## src/rtl/menu_ram_arbiter.sv

```systemverilog
// Two-port scheduler in front of the MENU single-port SDRAM controller (clk_ram domain).
// Port A (video line fetch) has priority; port B is protected by a starvation guard.
module menu_ram_arbiter #(
  parameter int STARVE_MAX = 4,
  parameter int TIMEOUT    = 64,
  parameter int AW         = 25
) (
  input  logic          clk,
  input  logic          reset_n,
  input  logic          mem_init,

  input  logic          a_req,
  input  logic [AW-1:0] a_addr,
  output logic          a_ack,
  output logic [15:0]   a_dout,

  input  logic          b_req,
  input  logic          b_we,
  input  logic [AW-1:0] b_addr,
  input  logic [15:0]   b_din,
  input  logic [1:0]    b_wtbt,
  output logic          b_ack,
  output logic [15:0]   b_dout,

  output logic          err,

  output logic          mem_rd,
  output logic          mem_we,
  output logic [AW-1:0] mem_addr,
  output logic [15:0]   mem_din,
  output logic [1:0]    mem_wtbt,
  input  logic [15:0]   mem_dout,
  input  logic          mem_ready
);

  typedef enum logic [1:0] {IDLE, ISSUE, WAIT, DONE} state_t;

  localparam int SW = $clog2(STARVE_MAX + 1);
  localparam int TW = $clog2(TIMEOUT) + 1;
  localparam logic [SW-1:0] STARVE_LIM = SW'(STARVE_MAX);
  localparam logic [TW-1:0] TMO_LAST   = TW'(TIMEOUT - 1);

  state_t        state;
  logic [SW-1:0] starve_cnt;
  logic [TW-1:0] tmo_cnt;
  logic [TW-1:0] tmo_nxt;
  logic          owner_b;
  logic          is_write;
  logic          grant_a;

  // A wins unless B is waiting and A has already had STARVE_MAX turns in a row.
  assign grant_a = a_req && (!b_req || (starve_cnt < STARVE_LIM));
  assign tmo_nxt = tmo_cnt + TW'(1);

  always_ff @(posedge clk or negedge reset_n) begin
    if (!reset_n) begin
      state      <= IDLE;
      starve_cnt <= '0;
      tmo_cnt    <= '0;
      owner_b    <= 1'b0;
      is_write   <= 1'b0;
      a_ack      <= 1'b0;
      b_ack      <= 1'b0;
      err        <= 1'b0;
      a_dout     <= '0;
      b_dout     <= '0;
      mem_rd     <= 1'b0;
      mem_we     <= 1'b0;
      mem_addr   <= '0;
      mem_din    <= '0;
      mem_wtbt   <= 2'b11;
    end else begin
      a_ack  <= 1'b0;
      b_ack  <= 1'b0;
      err    <= 1'b0;
      mem_rd <= 1'b0;
      mem_we <= 1'b0;

      case (state)
        IDLE: begin
          if (!mem_init && (a_req || b_req)) begin
            if (grant_a) begin
              owner_b  <= 1'b0;
              is_write <= 1'b0;
              mem_addr <= a_addr;
              mem_din  <= '0;
              mem_wtbt <= 2'b11;
              mem_rd   <= 1'b1;
              if (!b_req) begin
                starve_cnt <= '0;
              end else if (starve_cnt < STARVE_LIM) begin
                starve_cnt <= starve_cnt + SW'(1);
              end
            end else begin
              owner_b    <= 1'b1;
              is_write   <= b_we;
              mem_addr   <= b_addr;
              mem_din    <= b_din;
              mem_wtbt   <= b_wtbt;
              mem_rd     <= !b_we;
              mem_we     <= b_we;
              starve_cnt <= '0;
            end
            state <= ISSUE;
          end
        end

        ISSUE: begin
          tmo_cnt <= '0;
          state   <= WAIT;
        end

        // A completion always beats a timeout landing on the same cycle.
        WAIT: begin
          tmo_cnt <= tmo_nxt;
          if (mem_ready) begin
            if (!is_write) begin
              if (owner_b) b_dout <= mem_dout;
              else         a_dout <= mem_dout;
            end
            a_ack <= !owner_b;
            b_ack <= owner_b;
            state <= DONE;
          end else if (tmo_nxt == TMO_LAST) begin
            a_ack <= !owner_b;
            b_ack <= owner_b;
            err   <= 1'b1;
            state <= DONE;
          end
        end

        DONE: begin
          state <= IDLE;
        end

        default: state <= IDLE;
      endcase
    end
  end

endmodule

```

## config.mk

```make
export PLATFORM = sky130hd
export DESIGN_NAME = menu_ram_arbiter
export DESIGN_NICKNAME = d
export VERILOG_FILES = /design/src/rtl/menu_ram_arbiter.sv
export SDC_FILE = /design/constraint.sdc
export NUM_CORES = 1
export LEC_CHECK = 0
export CORE_ASPECT_RATIO = 1.5
export CORE_MARGIN = 4
export CORE_UTILIZATION = 46
export CTS_CLUSTER_SIZE = 40
export DETAILED_ROUTE_END_ITERATION = 8
export HOLD_SLACK_MARGIN = 0.03
export PLACE_DENSITY = 0.86
export REMOVE_ABC_BUFFERS = 1
export SYNTH_ARGS = -nofsm -noshare
export SYNTH_HDL_FRONTEND = slang
export SYNTH_SLANG_ARGS = --single-unit
```

## constraint.sdc

```tcl
create_clock -name clk -period 4.1 [get_ports clk]
set_input_delay 0.82 -clock clk [delete_from_list [all_inputs] [get_ports clk]]
set_output_delay 0.82 -clock clk [all_outputs]
set_load 0.02 [all_outputs]
```

Word-level counts from Yosys, hierarchy flattened
Index checks and enable logic that the tools add are counted. W data, S select, Z words.

Memories: 0. Output and inout port bits: 80. Bits in writable memories: 0. ROM bits: 0. Input port bits: 91. Bits in latches: 0. Register bits: 94.

Div/mod/pow operators: 0. Shift operators: 0. Muxes and demuxes: 27. Multiply operators: 0. $lt $le $gt $ge: 1. Bitwise operators: 2. Reduce and logical (&&, ||, !) cells: 15. Eq/ne operators: 7. $add $sub $neg: 2.

Operator list (count): $mux W25 (1); $mux W1 (16); $mux W16 (1); $pmux W7 S2 (1); $mux W3 (3); $mux W2 (4); $pmux W2 S4 (1); $reduce_and A4 Y1 (2); $add A7 B1 Y7 const B (1); $eq A7 B6 Y1 const B (1); $eq A2 B2 Y1 const B (2); $logic_not A1 Y1 (4); $reduce_and A2 Y1 (2); $add A3 B1 Y3 const B (1); $lt A3 B3 Y1 const B (1); $ne A3 B2 Y1 const B (1); $ne A3 B3 Y1 const B (1); $reduce_and A3 Y1 (1); $eq A2 B1 Y1 const B (1); $logic_and A1 B1 Y1 (2); $logic_not A2 Y1 (1); $logic_or A1 B1 Y1 (2); $ne A2 B2 Y1 const B (1); $not A1 Y1 (2); $reduce_bool A2 Y1 (1).

Depth between registers and ports, before layout
Word-level depth: 6. Gate-level depth with buffers: 9. Depth with buffers taken out: 6.

Worst setup path before layout
OpenSTA, ideal clock, no wires.

Path kind: input-to-reg. From: input port mem_init. To: register starve_cnt[2]. Cell stages on the path: 6. Arrival time: 1.842 ns. Required time: 4.036 ns. Buffers on the path: 2. Path slack: 2.194 ns. Library setup time: 0.064 ns. Path through: o21bai_1 or2_1 buf_2 buf_2 nor4b_1 a21o_1.

Longest elaborated chain between the ends: 3.

RTL lines: from (decl) (line 10) `input logic mem_init,`; $logic_not A1 Y1 (line 81) `if (!mem_init && (a_req || b_req)) begin`; $logic_and A1 B1 Y1 (line 81); $reduce_and A3 Y1 (no line); to (signal assigned) (line 92) `starve_cnt <= starve_cnt + SW'(1);`; to (decl) (line 44) `logic [SW-1:0] starve_cnt;`.

Every way passes these cells. A chain may end at the register's enable or synchronous reset.

Worst setup path after layout
From: input port b_req. To: register mem_addr[0].

Longest elaborated chain between the ends: 4.

RTL lines: from (decl) (line 17) `input logic b_req,`; $logic_not A1 Y1; $logic_or A1 B1 Y1 (line 52) `assign grant_a = a_req && (!b_req || (starve_cnt < STARVE_LIM));`; $logic_and A1 B1 Y1 (line 52); $mux W25 (line 82) `if (grant_a) begin`; to (signal assigned) (line 85) `mem_addr <= a_addr;`; to (signal assigned) (line 97) `mem_addr <= b_addr;`; to (decl) (line 29) `output logic [AW-1:0] mem_addr,`.

Several ways; a longest one is shown, not always the timed one.

==> qor.yml <==
floorplanning:
  dieWidth_um: 84.7
  row_count: 41
  io_pins: 171
  die_h_um: 123
  die_area_um2: 10400
  start_util_pct: 47.6
  core_area_um2: 8520
place:
  place_ws_ns: 1.12
  dpl_cell_area_um2: 5810
  gp_congestion: 0.807
  io_buffer_count: 170
  dp_hpwl_mm: 7.66
sta:
  setup_slack_ns: 1.43
  tightest_slew_ns: 1.06
  totalNegativeSetupSlack_ns: 0
  fin_crit_sh_pct: 65.2
  setup_violations: 0
  period_needed_ns: 2.67
  rsz0062_at_grt: "no"
  hold_viol_final: 0
  slew_viol_final: 0
  relSlewSlack_pct: 28.8
  finClkSkew_ns: 0.00525
  max_freq_mhz: 374
  timing.hold.ws_ns: 0.479
worst_setup_path:
  regToRegStartpoint: "state[1]"
  cp-end-kind: "register"
  slowest_delay_ns: 0.54
  crit_path_start_kind: "primary input"
  r2r_setup_slack_ns: 1.91
  worstSetupPathType: "primary input to register"
  reg2reg_depth: 6
  crit_slowest_cell: "or2_2"
  reg2reg_to: "mem_addr[0]"
  worst-path-max-fanout: 58
  cp.required_ns: 4.27
  cp_cell_sequence: "clkdlybuf4s50_1, o21bai_1, or2_2, buf_4, o21ai_0"
  arrival_ns: 2.84
clock_network:
  clockBufferDepth: 2
  clock-sinks: 94
  cts_buffers: 9
  cts_resized: 0
  clk_pin_slew_ns: 0.06
  clockRootBuffer: "clkbuf_16"
  cts_setup_buffers: 0
  clk_latency_ns: 0.33
  cts_tree: "built"
  htreeDepth: 3
  cts_hold_buf: 0
hold_path:
  holdPathEnd: "mem_wtbt[1]"
  hold_path_startpoint: "mem_wtbt[1]"
  worstHoldPathType: "register to register"
  whs_path_depth: 2
cells_and_area:
  drive_gt1_share_pct: 10.7
  syn_to_final_growth_pct: 52.0
  antennaDiodeCount: 0
  finalInstanceArea_um2: 6160
  multi_input_comb_area_um2: 1570
  fin_nets: 622
  regArea_um2: 2350
  nFillCells: 639
  final_util_pct: 72.3
synth:
  synth-edff-count: 0
  netlist_instances: 361
  synth_cell_types: 35
  synth.most_common_cell: "dfrtp_1"
  synthTopCellsByArea: "dfrtp_1 (57%), mux2_2 (8.3%), nand2_1 (7.4%)"
  synthArstFlopShare_pct: 100
  synth-main-ff-cell: "dfrtp_1"
  syn_avg_cell_area_um2: 11.2
  ys_seq_area_share_pct: 58.1
  synth_commonest_cells: "dfrtp_1 (92), nand2_1 (80), o21ai_0 (47)"
  yosysWarnings: 0
  syn-cell-area_um2: 4050
  yosys.area.top_type: "dfrtp_1"
  synth_seq_cells: 94
  synth.top_cell.area_share_pct: 56.8
drt:
  drc: 0
  vias: 3294
  antenna_left: 0
  wirelength_mm: 10.1
  viasPerCell: 5.16
  drt_pass1_iterations: 4
  drt_iter0_markers: 132
  avgRoutedWirePerCell_um: 15.9
grt:
  grt_pass1_vias: 3388
  antenna_found_initial: 0
  grt_max_degree: 78
  grt_pass1_wl_mm: 16.5
  grt_use_total_pct: 20.0
  grt_overflow_total: 0
power:
  pwr_density_cell_nw_per_um2: 726
  p_leak_nw: 2.73
  vdd_ir_drop_max_mv: 0.361
outcome:
  status: "completed"
run:
  drv_cap: 0
[sequential cells by signal, indices dropped and copies added, names as in the netlist]
signal,count
mem_we,1
mem_rd,1
owner_b,1
a_dout,16
is_write,1
state,2
a_ack,1
b_dout,16
b_ack,1
starve_cnt,3
err,1
mem_wtbt,2
mem_din,16
tmo_cnt,7
mem_addr,25
[logic make-up after synthesis]
kind of cell,share of synthesized area [%]
DFF,58.1
AOI/OAI and AO/OA,9.29
adders and majority gates,1.54
xor gates and xnor gates,0.216
and+or+nand+nor,11.9
buffers and inverters,3.15
muxes,15.8
[layer usage]
| layer | track usage [%] | vias to the layer above | part of all wire [%] |
|---|---|---|---|
| met5 | 0 | - | 0 |
| met4 | 8.22 | 0 | 2.4 |
| met3 | 5.47 | 18 | 7.4 |
| met2 | 34.8 | 146 | 53 |
| met1 | 23.2 | 1561 | 38 |
| li1 | - | 1569 | - |
[how the worst max path moves through the flow]
stage | from | to | slack (ns) | depth (start not counted)
CTS | b_req | mem_addr[0] | 1.42 | 5
global route | b_req | mem_addr[0] | 1.19 | 5
finish | b_req | mem_addr[0] | 1.43 | 5
detailed placement | b_req | mem_addr[0] | 1.12 | 5
global placement | a_req | mem_din[1] | 1.25 | 5
floorplan | a_req | is_write | 1.20 | 4
[layout make-up]
class | instances | share of cell area (%)
flip-flops and latches | 94 | 38.2
repair buffers | 173 | 27.9
multi-input cells | 241 | 25.5
clock buffers | 10 | 3.88
clock inverters | 6 | 1.77
well taps | 107 | 2.17
inverters | 7 | 0.467
[critical path, delay by kind of cell]
kind	cells	cell delay [ns]
buf+inv	2	1.00
simple gates	1	0.54
compound gates	2	0.47
[report_power, final]
| group | internal [W] | switching, W | total (W) |
|---|---|---|---|
| logic | 0.000969 | 0.00101 | 0.00198 |
| clock network | 0.000611 | 0.000336 | 0.000947 |
| registers | 0.00132 | 0.000226 | 0.00155 |
| total | 0.00290 | 0.00157 | 0.00448 |
[cells in the final DEF, fill, tap and decap left out]
cell type	synthesis	routed
o2bb2ai_1	2	2
o311a_1	1	1
dfstp_2	2	2
or3_1	1	1
nand2_1	80	79
o21bai_1	1	1
nor2_1	9	9
and2_1	1	1
clkdlybuf4s50_1	0	169
clkbuf_8	0	1
clkbuf_16	0	9
a311oi_1	1	1
or2_2	0	1
o21ai_0	47	47
o31ai_1	3	3
o311ai_0	1	1
clkinv_4	0	1
o22ai_1	2	2
inv_1	6	6
nand3_1	5	5
nand2b_1	3	3
a21oi_1	3	3
dfrtp_1	92	92
xnor2_1	1	1
mux2_2	30	30
nand4_1	1	1
o31a_1	1	1
nand4b_2	1	1
nor4b_1	3	3
nor4b_4	1	1
buf_4	0	4
mux2i_1	28	28
bufinv_16	0	3
clkinv_2	0	2
mux2_1	2	2
a21o_1	4	4
nand2_2	0	1
nor3_1	3	3
inv_4	1	1
ha_1	5	5
[per-stage QoR]
step,cells,total power (W)
3_5_place_dp,622,0.00356
2_1_floorplan,342,0.00253
3_3_place_gp,622,0.00347
5_1_grt,638,0.00474
4_1_cts,638,0.00453
6_report,638,0.00448
Note: power is estimated with default switching activity, not from simulation.
